## config.mk

```make
export PLATFORM = sky130hd
export DESIGN_NAME = counter_sequencer
export DESIGN_NICKNAME = d
export VERILOG_FILES = /design/src/rtl/counter_sequencer.sv
export SDC_FILE = /design/constraint.sdc
export NUM_CORES = 1
export LEC_CHECK = 0
export ABC_CLOCK_PERIOD_IN_PS = 4600
export BUFFER_PORTS_ARGS = -buffer_cell sky130_fd_sc_hd__buf_2
export CORE_AREA = 2 2 62 64
export CTS_CLUSTER_DIAMETER = 50
export DETAILED_ROUTE_END_ITERATION = 6
export DIE_AREA = 0 0 64 66
export GPL_TIMING_DRIVEN = 0
export PLACE_DENSITY = 0.77
export SLEW_MARGIN = 20
export SYNTH_ARGS = -nofsm -noshare
export SYNTH_HDL_FRONTEND = slang
export SYNTH_SLANG_ARGS = --single-unit
```

## constraint.sdc

```tcl
create_clock -name clk -period 4.6 [get_ports clk]
set_input_delay 0.23 -clock clk [delete_from_list [all_inputs] [get_ports clk]]
set_output_delay 0.23 -clock clk [all_outputs]
set_load 0.005 [all_outputs]
```

## src/rtl/counter_sequencer.sv

```systemverilog
// Interval controller: sequences a prescaled binary counter into one-shot or
// periodic intervals, emitting a single-cycle tick at the terminal count.
module counter_sequencer #(
    parameter int WIDTH      = 8,
    parameter int PRESCALE_W = 4
) (
    input  logic                  clk,
    input  logic                  neg_reset,
    input  logic                  cfg_valid,
    output logic                  cfg_ready,
    input  logic [WIDTH-1:0]      cfg_period,
    input  logic [PRESCALE_W-1:0] cfg_prescale,
    input  logic                  cfg_mode,
    input  logic                  start,
    input  logic                  stop,
    output logic [WIDTH-1:0]      count_out,
    output logic                  tick,
    output logic                  busy,
    output logic [1:0]            state_out
);

    typedef enum logic [1:0] {
        IDLE = 2'd0,
        RUN  = 2'd1,
        DONE = 2'd2
    } state_t;

    state_t                state_q, state_d;
    logic [WIDTH-1:0]      count_q, count_d;
    logic [PRESCALE_W-1:0] psc_q, psc_d;
    logic                  tick_q, tick_d;
    logic                  busy_q;
    logic [WIDTH-1:0]      period_q;
    logic [PRESCALE_W-1:0] prescale_q;
    logic                  mode_q;

    logic cfg_xfer;
    logic step;
    logic terminal;

    // Config is held off (not dropped) while an interval is running.
    assign cfg_ready = (state_q != RUN);
    assign cfg_xfer  = cfg_valid && cfg_ready;
    assign step      = (psc_q == prescale_q);
    assign terminal  = step && (count_q == period_q);

    always_comb begin
        state_d = state_q;
        count_d = count_q;
        psc_d   = psc_q;
        tick_d  = 1'b0;
        case (state_q)
            IDLE: begin
                if (start) begin
                    state_d = RUN;
                    count_d = '0;
                    psc_d   = '0;
                end
            end
            RUN: begin
                // Stop wins over a same-cycle terminal event, suppressing the tick.
                if (stop) begin
                    state_d = IDLE;
                    count_d = '0;
                    psc_d   = '0;
                end else begin
                    psc_d = step ? '0 : psc_q + 1'b1;
                    if (terminal) begin
                        count_d = '0;
                        tick_d  = 1'b1;
                        if (!mode_q) state_d = DONE;
                    end else if (step) begin
                        count_d = count_q + 1'b1;
                    end
                end
            end
            DONE: begin
                count_d = '0;
                psc_d   = '0;
                if (stop)       state_d = IDLE;
                else if (start) state_d = RUN;
            end
            default: begin
                state_d = IDLE;
                count_d = '0;
                psc_d   = '0;
            end
        endcase
    end

    // Config latched on the same edge as a start, so it governs that interval.
    always_ff @(posedge clk or negedge neg_reset) begin
        if (!neg_reset) begin
            state_q    <= IDLE;
            count_q    <= '0;
            psc_q      <= '0;
            tick_q     <= 1'b0;
            busy_q     <= 1'b0;
            period_q   <= '1;
            prescale_q <= '0;
            mode_q     <= 1'b0;
        end else begin
            state_q <= state_d;
            count_q <= count_d;
            psc_q   <= psc_d;
            tick_q  <= tick_d;
            busy_q  <= (state_d == RUN);
            if (cfg_xfer) begin
                period_q   <= cfg_period;
                prescale_q <= cfg_prescale;
                mode_q     <= cfg_mode;
            end
        end
    end

    assign count_out = count_q;
    assign tick      = tick_q;
    assign busy      = busy_q;
    assign state_out = state_q;

endmodule

```

==> results of run 1 <==
## cell type report
cell class / instances / area (µm²) / share of cell area (%)
inverter: 2 / 7.51 / 0.420
clock inverter: 1 / 5.00 / 0.280
buffer: 3 / 16.3 / 0.910
multi-input combinational: 94 / 758 / 42.4
timing repair buffer: 31 / 160 / 8.96
clock buffer: 7 / 45.0 / 2.52
tap: 48 / 60.1 / 3.36
sequential: 29 / 736 / 41.1
## routing by layer
layer  vias to the layer above  global-route usage [%]  share of wire, %
met5                         -                       0                 0
met4                         0                    8.42               1.9
met3                         7                    5.62               4.7
met2                        42                    31.8                50
met1                       615                    23.4                43
li1                        573                       -                 -
## sequential cells by signal, indices dropped and copies added, names as in the netlist
signal and flops:
count_out 8, prescale_q 4, busy 1, period_q 8, mode_q 1, tick 1, state_out 2, psc_q 4
## where the power goes
group | leakage [nW] | switching, mW | internal, mW
Clock | 0.0293 | 0.0886 | 0.0594
Sequential | 0.360 | 0.0777 | 0.360
Combinational | 0.381 | 0.169 | 0.168
## path summary, 6_finish.rpt
check	slack, ns	end	start
min	0.11	period_q[6]	cfg_period[6]
max reg2reg	2.73	count_out[6]	period_q[2]
max in group asynchronous	3.72	psc_q[1]	neg_reset
max	2.73	count_out[6]	period_q[2]
min in group asynchronous	0.44	count_out[1]	neg_reset
min reg2reg	0.56	mode_q	mode_q
## synthesized netlist by cell type (2+ instances only)
cell / instances
a22oi_1: 2
dfrtp_1: 21
dfstp_2: 8
ha_1: 2
inv_1: 2
mux2_1: 3
mux2_2: 11
nand2_1: 9
nand3_1: 7
nand4_1: 3
nor3_1: 5
nor4_1: 2
o2111ai_1: 4
o21ai_0: 3
o21ai_1: 6
o311ai_1: 3
o31ai_1: 3
xnor2_1: 8
xnor2_2: 4
## through the flow
step / hold WS, ns / power (mW) / utilization (%) / worst slack (ns)
after global routing: 0.0901 / 0.984 / 50.4 / 2.62
after detailed placement: 0.288 / 0.775 / 48.7 / 2.81
after global placement: 0.274 / 0.750 / 48.7 / 2.85
final: 0.109 / 0.923 / 50.4 / 2.73
after CTS: 0.0995 / 0.926 / 50.4 / 2.78
after floorplan: -0.0656 / 0.677 / - / 3.06
## cell families after synthesis
| group | Yosys count | share of synthesized area [%] |
|---|---|---|
| AND/OR/NAND/NOR | 36 | 13.4 |
| AO/OA/AOI/OAI | 30 | 15.6 |
| flip-flops | 29 | 48.5 |
| multiplexers | 14 | 10.4 |
| XOR/XNOR | 12 | 8.90 |
| buffers and inverters | 5 | 1.57 |
| adder cells (fa/ha/maj) | 2 | 1.65 |
==> run metrics, run 1 <==
outcome finished, final reports clean; CP Class register to register; Reg clk slew, reported paths 0.10 ns; Synth Instances 128; Worst Skew 0.0210 ns; CTS root buf clkbuf_4; buffer count from post-CTS setup fixing 0; synth warn 0; full die area 4220 µm²; antenna violations before repair 0; Net Count, Synth 148; slowest stage cell, crit path dfstp_2; critical path endpoint category register; R2R depth 4; H-Tree Depth 2; design area 1790 µm²; critical path depth 4; sequential area share after synthesis 48.5%; RSZ-0062 raised after global routing no; clock sink count 29; first-pass GRT wire length 6.11 mm; fin nets 186; Post-synth EDFFs 0; CP arrival 2.06 ns; worst-path maximum fanout 9; GP Congestion 0.834; vias in the first global route 1230; row count 22; CP startpoint kind register; Die W 64 µm; crit path time final 1.87 ns; aggregate routed wire length 3.61 mm; Bufs on Longest Clock Path 2; Seq cells post-synth 29; WP buf/inv 0; CTS tree yes; syn_area_per_cell 11.9 µm²; # IOs 31; post-synth design cell area 1520 µm²; max incr delay on CP 0.56 ns; TNS Setup 0 ns; LEAKAGE 0.770 nW; Final Non-Filler Cells 215; Hold Path Depth 2; Starting Density 42.7%; drt wl/cell 16.8 µm; Crit path required time 4.80 ns; Final Max Slew Viols 0; cts bufs inserted 5; fraction of registers with async set/reset 100%; antenna-violating nets left 0; post-CTS sizing 0; Synth cell types 41; top post-synthesis cells by area dfrtp_1, dfstp_2, mux2_2; DP HPWL 2.60 mm; commonest non-fill, non-tap cell in the layout buf_2; share of layout cells above drive strength 1 39.5%; DRT Pass-1 Iters 4; largest delay contributor family on the critical path compound AO/OA/AOI/OAI gates; Area Overhead vs Synth 17.8%; slew at the pin closest to its max-slew limit 0.664 ns; # fillers 309; port bufs 30; Total GRT Usage 19.3%; worst-path cell chain xnor2_1 -> nand4_1 -> o31ai_2 -> a22oi_1; Final Hold Viols 0; highest-count cells in the layout ignoring fill and taps buf_2, dfrtp_1, mux2_2; max_slew headroom 55.5%; max cap viols 0; DR vias/cell 5.75; Core Area 3550 µm²; top-area cell type share of the netlist area 34.6%; final setup fails 0; VDD IR max 0.328 mV; CTS Hold Bufs 1; die height 66 µm; cell taking the most area after synthesis dfrtp_1; Skew-Pair Late Insertion Delay 0.34 ns; pwr dens 516 nW/µm²; global route total overflow 0; DRT iter0 DRCs 42; DRC violations left 0; # placed instances 206; largest net degree at the start of global routing 30; Period Utilization, post-route 40.5%; dpl cell area 1730 µm²; fmax 536 MHz; ys flop type dfrtp_1; Ant. Diodes 0; Hold Crit Class primary input to register; routed via count 1237
No activity file was read; power rests on OpenSTA's default activity.
==> run 2: changes to the inputs <==
Settings changed: ABC_AREA from default to 1, ABC_CLOCK_PERIOD_IN_PS 4600 to 1600, CORE_AREA 2 2 62 64 to 2 2 63 65, DIE_AREA 0 0 64 66 to 0 0 65 67, PLACE_DENSITY 0.77 to 0.79.
Clock period 4.6 ns to 1.6 ns, I/O delays scaled along.
==> run metrics, run 2 <==
outcome finished, final reports clean (unchanged); row count 22 (unchanged); final hold slack 0.0278 ns (was 0.109 ns); top-area cell type share of the netlist area 33.5% (was 34.6%); Starting Density 43.5% (was 42.7%); reg2reg start period_q[6] (was period_q[2]); Core Area 3610 µm² (was 3550 µm²); first-pass GRT wire length 5.49 mm (was 6.11 mm); logic gate share of total power 38.1% (was 36.5%); aggregate routed wire length 3.19 mm (was 3.61 mm); Worst Skew 0.00426 ns (was 0.0210 ns); Final Hold Viols 0 (unchanged); cts bufs inserted 5 (unchanged); GP Congestion 0.810 (was 0.834); DP HPWL 2.34 mm (was 2.60 mm); synth warn 0 (unchanged); Hold Crit Class primary input to register (unchanged); R2R depth 8 (was 4); Reg2Reg Setup Slack 0.13 ns (was 2.73 ns); slew at the pin closest to its max-slew limit 0.643 ns (was 0.664 ns); commonest non-fill, non-tap cell in the layout nand2_1 (was buf_2); CP arrival 1.64 ns (was 2.06 ns); vias in the first global route 1271 (was 1230); met3 WL post-DR 139 µm (was 171 µm); max incr delay on CP 0.54 ns (was 0.56 ns); top sig layer met4 (unchanged); share of layout cells above drive strength 1 29.1% (was 39.5%); antenna-violating nets left 0 (unchanged); Die W 65 µm (was 64 µm); Period Utilization, post-route 91.9% (was 40.5%); DRC violations left 0 (unchanged); max cap viols 0 (unchanged); top post-synthesis cells by area dfrtp_1, nand2_1, dfstp_2 (was dfrtp_1, dfstp_2, mux2_2); reg2reg end count_out[2] (was count_out[6]); routed via count 1349 (was 1237); switching pwr 1.11 mW (was 0.335 mW); Synth Instances 200 (was 128); final setup fails 0 (unchanged); LEAKAGE 1.01 nW (was 0.770 nW); slowest stage cell, crit path dfstp_2 (unchanged); Seq cells post-synth 29 (unchanged); count leader, synth nand2_1 (was dfrtp_1); full die area 4360 µm² (was 4220 µm²); global route total overflow 0 (unchanged); VDD IR max 0.648 mV (was 0.328 mV); Ant. Diodes 0 (unchanged); Commonest cells post-synth nand2_1, inv_1, nor2_1 (was dfrtp_1, mux2_2, nand2_1); sequential area share after synthesis 46.9% (was 48.5%); Crit path required time 1.77 ns (was 4.80 ns); Reg power frac 42.4% (was 47.4%); highest-count cells in the layout ignoring fill and taps nand2_1, buf_2, inv_1 (was buf_2, dfrtp_1, mux2_2); CTS tree yes (unchanged); cell taking the most area after synthesis dfrtp_1 (unchanged); fraction of registers with async set/reset 100% (unchanged); CTS root buf clkbuf_8 (was clkbuf_4); syn_area_per_cell 7.85 µm² (was 11.9 µm²); max_slew headroom 57.1% (was 55.5%); Synth cell types 25 (was 41); Net Count, Synth 220 (was 148); Power Internal 1.84 mW (was 0.588 mW); WP buf/inv 1 (was 0); largest net degree at the start of global routing 30 (unchanged); sw frac 37.7% (was 36.3%); fin nets 263 (was 186); DR vias/cell 4.62 (was 5.75); Post-synth EDFFs 0 (unchanged); die height 67 µm (was 66 µm); pwr dens 1550 nW/µm² (was 516 nW/µm²); crit path time final 1.47 ns (was 1.87 ns); Final Max Slew Viols 0 (unchanged); critical path endpoint category register (unchanged); Area Overhead vs Synth 21.9% (was 17.8%); # fillers 350 (was 309); drt wl/cell 10.9 µm (was 16.8 µm); H-Tree Depth 2 (unchanged); fmax 680 MHz (was 536 MHz); ys flop type dfrtp_1 (unchanged); M1 WL 1.51 mm (was 1.55 mm); post-synth design cell area 1570 µm² (was 1520 µm²); Setup crit end count_out[2] (was count_out[6]); RSZ-0062 raised after global routing no (unchanged); port bufs 30 (unchanged); Reg clk slew, reported paths 0.06 ns (was 0.10 ns); Clk pwr share 19.5% (was 16.0%); CP startpoint kind register (unchanged); Setup WS post-layout 0.130 ns (was 2.73 ns); critical path depth 8 (was 4); CP Class register to register (unchanged); Place WS 0.0632 ns (was 2.81 ns); Bufs on Longest Clock Path 2 (unchanged); antenna violations before repair 0 (unchanged); # IOs 31 (unchanged); clock sink count 29 (unchanged); worst-path maximum fanout 5 (was 9); Total GRT Usage 16.8% (was 19.3%); largest delay contributor family on the critical path simple AND/OR/NAND/NOR gates (was compound AO/OA/AOI/OAI gates); DRT iter0 DRCs 37 (was 42); Skew-Pair Late Insertion Delay 0.28 ns (was 0.34 ns); worst-path cell chain xnor2_1 -> nand2_1 -> nor2_1 -> nand3_1 -> nand2_2 -> nand2_2 -> inv_1 -> nor2_1 (was xnor2_1 -> nand4_1 -> o31ai_2 -> a22oi_1); DRT Pass-1 Iters 4 (unchanged); crit path from period_q[6] (was period_q[2]); TNS Setup 0 ns (unchanged); routed wl met2 1.49 mm (was 1.82 mm)
[run 2: kinds of logic after synthesis]
group	Yosys count	share of synthesized area, %
muxes	5	3.59
DFF	29	46.9
buffers and inverters	33	8.13
xor gates and xnor gates	8	4.47
and+or+nand+nor	107	29.3
AOI/OAI and AO/OA	16	5.98
adders and majority gates	2	1.59
[run 2: area by class of cell]
class	count	area, µm²	area share (%)
buffer	3	15.0	0.785
multi-input combinational	138	708	37.0
inverter	30	113	5.89
clock buffer	6	72.6	3.79
clock inverter	2	10.0	0.523
sequential	29	737	38.5
timing repair buffer	36	198	10.3
tap	48	60.1	3.14
[run 2: per-stage QoR]
step | power [mW] | std cells | instance area (µm²) | utilization, %
2_1_floorplan | 2.04 | 200 | 1570 | -
5_1_grt | 3.20 | 292 | 1910 | 53.1
4_1_cts | 2.93 | 287 | 1870 | 51.9
3_5_place_dp | 2.34 | 278 | 1780 | 49.3
6_report | 2.96 | 292 | 1910 | 53.1
3_3_place_gp | 2.30 | 278 | 1780 | 49.3
[run 2: how the worst min path moves through the flow]
stage / end / cells after the start / from
CTS: period_q[3] / 2 / cfg_period[3]
global placement: prescale_q[3] / 1 / neg_reset
detailed placement: prescale_q[3] / 1 / neg_reset
floorplan: busy / 0 / neg_reset
global route: period_q[3] / 2 / cfg_period[3]
finish: period_q[3] / 2 / cfg_period[3]
[run 2: power groups by stage]
| stage | combinational [mW] | clock, mW | sequential [mW] |
|---|---|---|---|
| 2_1_floorplan | 0.819 | 0 | 1.22 |
| 3_3_place_gp | 1.04 | 0 | 1.25 |
| 3_5_place_dp | 1.08 | 0 | 1.26 |
| 4_1_cts | 1.09 | 0.594 | 1.25 |
| 5_1_grt | 1.29 | 0.628 | 1.29 |
| 6_report | 1.13 | 0.576 | 1.25 |
[run 2: repair_timing]
item,in CTS,in global routing
gates resized for setup,0,3
endpoints found under the hold margin,21,0
hold buffers,1,0
endpoints found under the setup margin,0,7
buffers inserted,0,5
[run 2: metal layers]
layer	global-route usage (%)	vias up
met3	3.89	5
met4	8.78	0
met5	0	-
li1	-	709
met2	28.0	25
met1	20.3	610
